`config.mk`:
```
export PLATFORM = sky130hd
export DESIGN_NAME = io_post_capture
export DESIGN_NICKNAME = d
export VERILOG_FILES = /design/src/rtl/io_post_capture.sv
export SDC_FILE = /design/constraint.sdc
export NUM_CORES = 1
export LEC_CHECK = 0
export ABC_AREA = 1
export BUFFER_PORTS_ARGS = -buffer_cell sky130_fd_sc_hd__buf_2
export CORE_MARGIN = 2
export CORE_UTILIZATION = 50
export DETAILED_ROUTE_END_ITERATION = 16
export PLACE_DENSITY = 0.69
export SETUP_SLACK_MARGIN = 0.1
export SLEW_MARGIN = 20
export SYNTH_ARGS = -nofsm -noshare
export SYNTH_HDL_FRONTEND = slang
export SYNTH_SLANG_ARGS = --single-unit
```
`constraint.sdc`:
```
create_clock -name clk -period 3.7 [get_ports clk]
set_clock_uncertainty 0.15 [all_clocks]
set_input_delay 0.74 -clock clk [delete_from_list [all_inputs] [get_ports clk]]
set_output_delay 0.74 -clock clk [all_outputs]
set_load 0.01 [all_outputs]
```
`src/rtl/io_post_capture.sv`:
```
// io_post_capture: claims 386SX I/O cycles to the POST port window,
// terminates them with READY#, and queues each write for a sink.
module io_post_capture #(
  parameter logic [15:0] PORT_BASE   = 16'h0080,
  parameter logic [15:0] PORT_MASK   = 16'hFFFE,
  parameter int unsigned WAIT_STATES = 1,
  parameter int unsigned FIFO_AW     = 3
) (
  input  logic        clk,
  input  logic        reset_n,
  input  logic        ads_n,
  input  logic        mio,
  input  logic        dc,
  input  logic        wr,
  input  logic [1:0]  be_n,
  input  logic [22:0] address,
  input  logic [15:0] data_in,
  output logic [15:0] data_out,
  output logic        data_oe,
  output logic        claim,
  output logic        rdy_n,
  output logic        ev_valid,
  input  logic        ev_ready,
  output logic [25:0] ev_data,
  output logic [7:0]  ovf_count
);

  localparam int unsigned DEPTH = 2 ** FIFO_AW;
  localparam logic [3:0] WS = 4'(WAIT_STATES);
  localparam logic [FIFO_AW:0] FULL_CNT = (FIFO_AW + 1)'(DEPTH);

  typedef enum logic [1:0] {
    S_IDLE,
    S_WAIT,
    S_DONE
  } state_e;

  state_e state_q, state_d;
  logic [3:0] cnt_q, cnt_d;
  logic       wr_q;
  logic [1:0] be_q;
  logic [6:0] port_q;

  logic [15:0] rb_q;
  logic [7:0]  ovf_q;

  logic [25:0]        mem_q [DEPTH];
  logic [FIFO_AW-1:0] wptr_q, rptr_q;
  logic [FIFO_AW:0]   fcnt_q, fcnt_d;

  logic [23:0] byte_addr;
  logic        hit;
  logic        push, pop, full, do_push, drop;

  // Address decode: 16-bit I/O window, upper byte address must be zero.
  assign byte_addr = {address, 1'b0};
  assign hit = !ads_n && !mio && dc
             && (byte_addr[23:16] == 8'h00)
             && ((byte_addr[15:0] & PORT_MASK) == (PORT_BASE & PORT_MASK));

  // Bus-cycle sequencing: claim, count wait states, one READY# clock.
  always_comb begin
    state_d = state_q;
    cnt_d   = cnt_q;
    unique case (state_q)
      S_IDLE: begin
        if (hit) begin
          cnt_d   = WS;
          state_d = (WS == 4'd0) ? S_DONE : S_WAIT;
        end
      end
      S_WAIT: begin
        if (cnt_q == 4'd0) state_d = S_DONE;
        else cnt_d = cnt_q - 4'd1;
      end
      S_DONE:  state_d = S_IDLE;
      default: state_d = S_IDLE;
    endcase
  end

  // FSM state, wait counter and latched cycle attributes.
  always_ff @(posedge clk or negedge reset_n) begin
    if (!reset_n) begin
      state_q <= S_IDLE;
      cnt_q   <= 4'd0;
      wr_q    <= 1'b0;
      be_q    <= 2'b11;
      port_q  <= 7'd0;
    end else begin
      state_q <= state_d;
      cnt_q   <= cnt_d;
      if (state_q == S_IDLE && hit) begin
        wr_q   <= wr;
        be_q   <= be_n;
        port_q <= address[6:0];
      end
    end
  end

  assign claim   = (state_q == S_WAIT) || (state_q == S_DONE);
  assign rdy_n   = (state_q != S_DONE);
  assign data_oe = claim && !wr_q;

  assign push    = (state_q == S_DONE) && wr_q;
  assign pop     = ev_valid && ev_ready;
  assign full    = (fcnt_q == FULL_CNT);
  assign do_push = push && (!full || pop);
  assign drop    = push && full && !pop;

  // Occupancy changes only when exactly one of push/pop happens.
  always_comb begin
    fcnt_d = fcnt_q;
    unique case ({do_push, pop})
      2'b10:   fcnt_d = fcnt_q + 1'b1;
      2'b01:   fcnt_d = fcnt_q - 1'b1;
      default: fcnt_d = fcnt_q;
    endcase
  end

  // FIFO pointers, occupancy, overflow counter and readback register.
  always_ff @(posedge clk or negedge reset_n) begin
    if (!reset_n) begin
      wptr_q <= '0;
      rptr_q <= '0;
      fcnt_q <= '0;
      ovf_q  <= 8'd0;
      rb_q   <= 16'h0000;
    end else begin
      fcnt_q <= fcnt_d;
      if (do_push) wptr_q <= wptr_q + 1'b1;
      if (pop) rptr_q <= rptr_q + 1'b1;
      if (drop && ovf_q != 8'hFF) ovf_q <= ovf_q + 8'd1;
      if (push) begin
        if (!be_q[0]) rb_q[7:0]  <= data_in[7:0];
        if (!be_q[1]) rb_q[15:8] <= data_in[15:8];
      end
    end
  end

  // FIFO storage; contents are don't-care until pushed.
  always_ff @(posedge clk) begin
    if (do_push) mem_q[wptr_q] <= {be_q, port_q, 1'b0, data_in};
  end

  assign ev_valid  = (fcnt_q != '0);
  assign ev_data   = ev_valid ? mem_q[rptr_q] : 26'd0;
  assign ovf_count = ovf_q;
  assign data_out  = rb_q;

endmodule

```
==> reports/metrics.cfg <==
[synthesis]
synth_enable_flop_cells = 200
ys_ff_latch = 250
synth_common_cells = nor2_1, edfxtp_1, nand2_1
syn_area_um2 = 10300
synth_warnings = 0
synth_fp_nets = 898
synth_cell_types = 35
ys_async_sr_fraction = 0.200
synthTopCellsByArea = edfxtp_1, dfrtp_1, nor2_1
synth_cells = 842
synth_most_common_cell = nor2_1
ys_seq_area_frac = 0.706
synth_area_per_cell_um2 = 12.2
ys.flop_type = edfxtp_1
yosys.area.top_type_share = 0.584
synth_top_area_cell = edfxtp_1

[clocking]
clk_pin_slew_worst_paths_ps = 60
cts_sinks = 250
cts_tree = built
cts_htree_levels = 1
ctsResizeCount = 0
post-cts-setup-buffers = 0
cts_root_buf = clkbuf_16
insertion_delay_ps = 530
cts_hold_buf = 0
numCtsBuffers = 26
cts.path.max_buffers = 3

[setup_path]
cp_max_fo = 43
crit_type = flip-flop to output pin
rrSetupSlack_ps = 1090
start_kind = flip-flop
r2r_start = state_q[0]
critical_path_arrival_ps = 2310
cp-end-kind = output pin
ff2ff_path_depth = 9
rr_endpoint = mem_q[5][16]
cp_data_required_time_ps = 2810

[drt]
wirelength_um = 21000
drc = 0
drt-initial-drc-count = 495
avgViaCountPerCell = 5.37
wl_per_cell_um = 17.0
drt_first_pass_iters = 5
ant_nets = 0
num_vias = 6644

[pwr]
switching_share = 0.330
peakVddDrop_uv = 351
leakagePower_nw = 4.63
powerDensity_nw_per_um2 = 666
sequentialPowerShare = 0.398
power_frac_clock = 0.299
p_comb_frac = 0.304
p_sw_mw = 2.62
p_int_mw = 5.32

[floorplan]
die_x_um = 147
start_util = 0.508
die_area_um2 = 21700
num_rows = 52
boundaryPins = 102
die_y_um = 147
core_um2 = 20200

[final_layout]
final_cells = 1237
drive_gt1_frac = 0.205
syn_to_final_growth_pct = 15.9
nets = 1003
antenna_cells = 0

[sta]
timing.fmax_mhz = 312
setup_viol = 0
relSlewSlack = 0.437
hold_viol = 0
fin_crit_sh = 0.865
finalSetupTns_ps = 0
rsz0062_at_grt = false
worst_pin_slew_ps = 844
fin_crit_ps = 3200
drv_slew = 0

[min_path]
hold_class = input pin to async pin

[global_route]
gr-total-overflow = 0
antenna_found_initial = 0
grt_use_total = 0.197
grt_pass1_vias = 6331
grt_pass1_wl_um = 33800
grt_start_max_net_pins = 102

[placed_design]
dp_cells = 1189
place_congestion = 0.716
port_buffers = 100
place_hpwl_um = 12500

[run_status]
outcome = complete, no violations

[job]
max_cap_viol_count = 0

[layout by cell type, fill, tap and decap left out, drive strengths merged]
cell type  instances
a21oi              2
buf              121
clkbuf            44
clkinv             3
clkinvlp           1
conb               1
dfrtp             48
dfstp              2
edfxtp           200
ha                 8
inv               37
mux2              17
nand2             77
nand3             16
nand3b             1
nand4              4
nor2             228
nor3               2
nor4               8
o21ai             79
o21bai             1
o32ai             50
or2                3
xnor2              3
xor2              11
[registers in the layout (all words and copies together) (netlist names)]
register	count
data_out	16
wr_q	1
cnt_q	4
ovf_count	8
wptr_q	3
fcnt_q	4
rptr_q	3
mem_q	200
state_q	2
port_q	7
be_q	2
[worst max path at each step]
stage	startpoint	end	depth (start not counted)
after floorplan	ev_ready	mem_q[0][0]	5
after global placement	ev_ready	mem_q[5][14]	8
after detailed placement	ev_ready	mem_q[5][10]	8
after CTS	rptr_q[0]	ev_data[10]	7
after global routing	rptr_q[0]	ev_data[9]	7
final	rptr_q[0]	ev_data[21]	7
[cell type report]
cell class                 count  area [um^2]
clock buffer                  44          748
clock inverter                 4         32.5
fill                        1579         8320
inverter                      37          139
multi-input combinational    511         2680
sequential                   250         7260
tap                          270          338
timing repair buffer         121          721
[cells by family (layout without fill, tap and decap cells)]
group           count (synthesis)  in the layout  share of synthesized area
simple gates                  339            339                      0.135
compound gates                132            132                     0.0827
mux                            17             17                     0.0186
xor+xnor                       14             14                     0.0119
fa+ha+maj                       8              8                    0.00973
other cells                     1              1                   0.000365
buf+inv                        81            206                     0.0358
flops                         250            250                      0.706
[power by group through the flow]
stage	Clock (mW)	Combinational, mW	Sequential [mW]
floorplan	0	1.72	3.17
global placement	0	2.40	3.21
detailed placement	0	2.43	3.21
CTS	2.42	2.43	3.15
global route	2.53	2.71	3.16
finish	2.37	2.41	3.15
[stage by stage]
| step | hold slack, ps | instance area, um^2 | worst slack (ps) | power (mW) | util |
|---|---|---|---|---|---|
| 4_1_cts | 98.1 | 11900 | 489 | 8.01 | 0.589 |
| 2_1_floorplan | 292 | 10300 | 796 | 4.89 | - |
| 3_3_place_gp | 306 | 11100 | 985 | 5.61 | 0.550 |
| 3_5_place_dp | 309 | 11100 | 915 | 5.63 | 0.550 |
| 6_report | 90.2 | 11900 | 500 | 7.93 | 0.589 |
| 5_1_grt | 113 | 11900 | 292 | 8.40 | 0.589 |
[critical path: stages, from the launching register on]
cell and delay (ps):
dfrtp_2 420, inv_2 290, buf_12 280, nor2_1 70
o32ai_1 270, o21ai_1 90, nor2_1 190, buf_2 160
[layer usage]
layer,share of wire,up-vias,track usage
met5,0,-,0
met4,0.015,0,0.0486
met3,0.073,26,0.0340
met2,0.47,229,0.319
met1,0.44,3192,0.283
li1,-,3197,-
No activity file was read; power rests on OpenSTA's default activity.
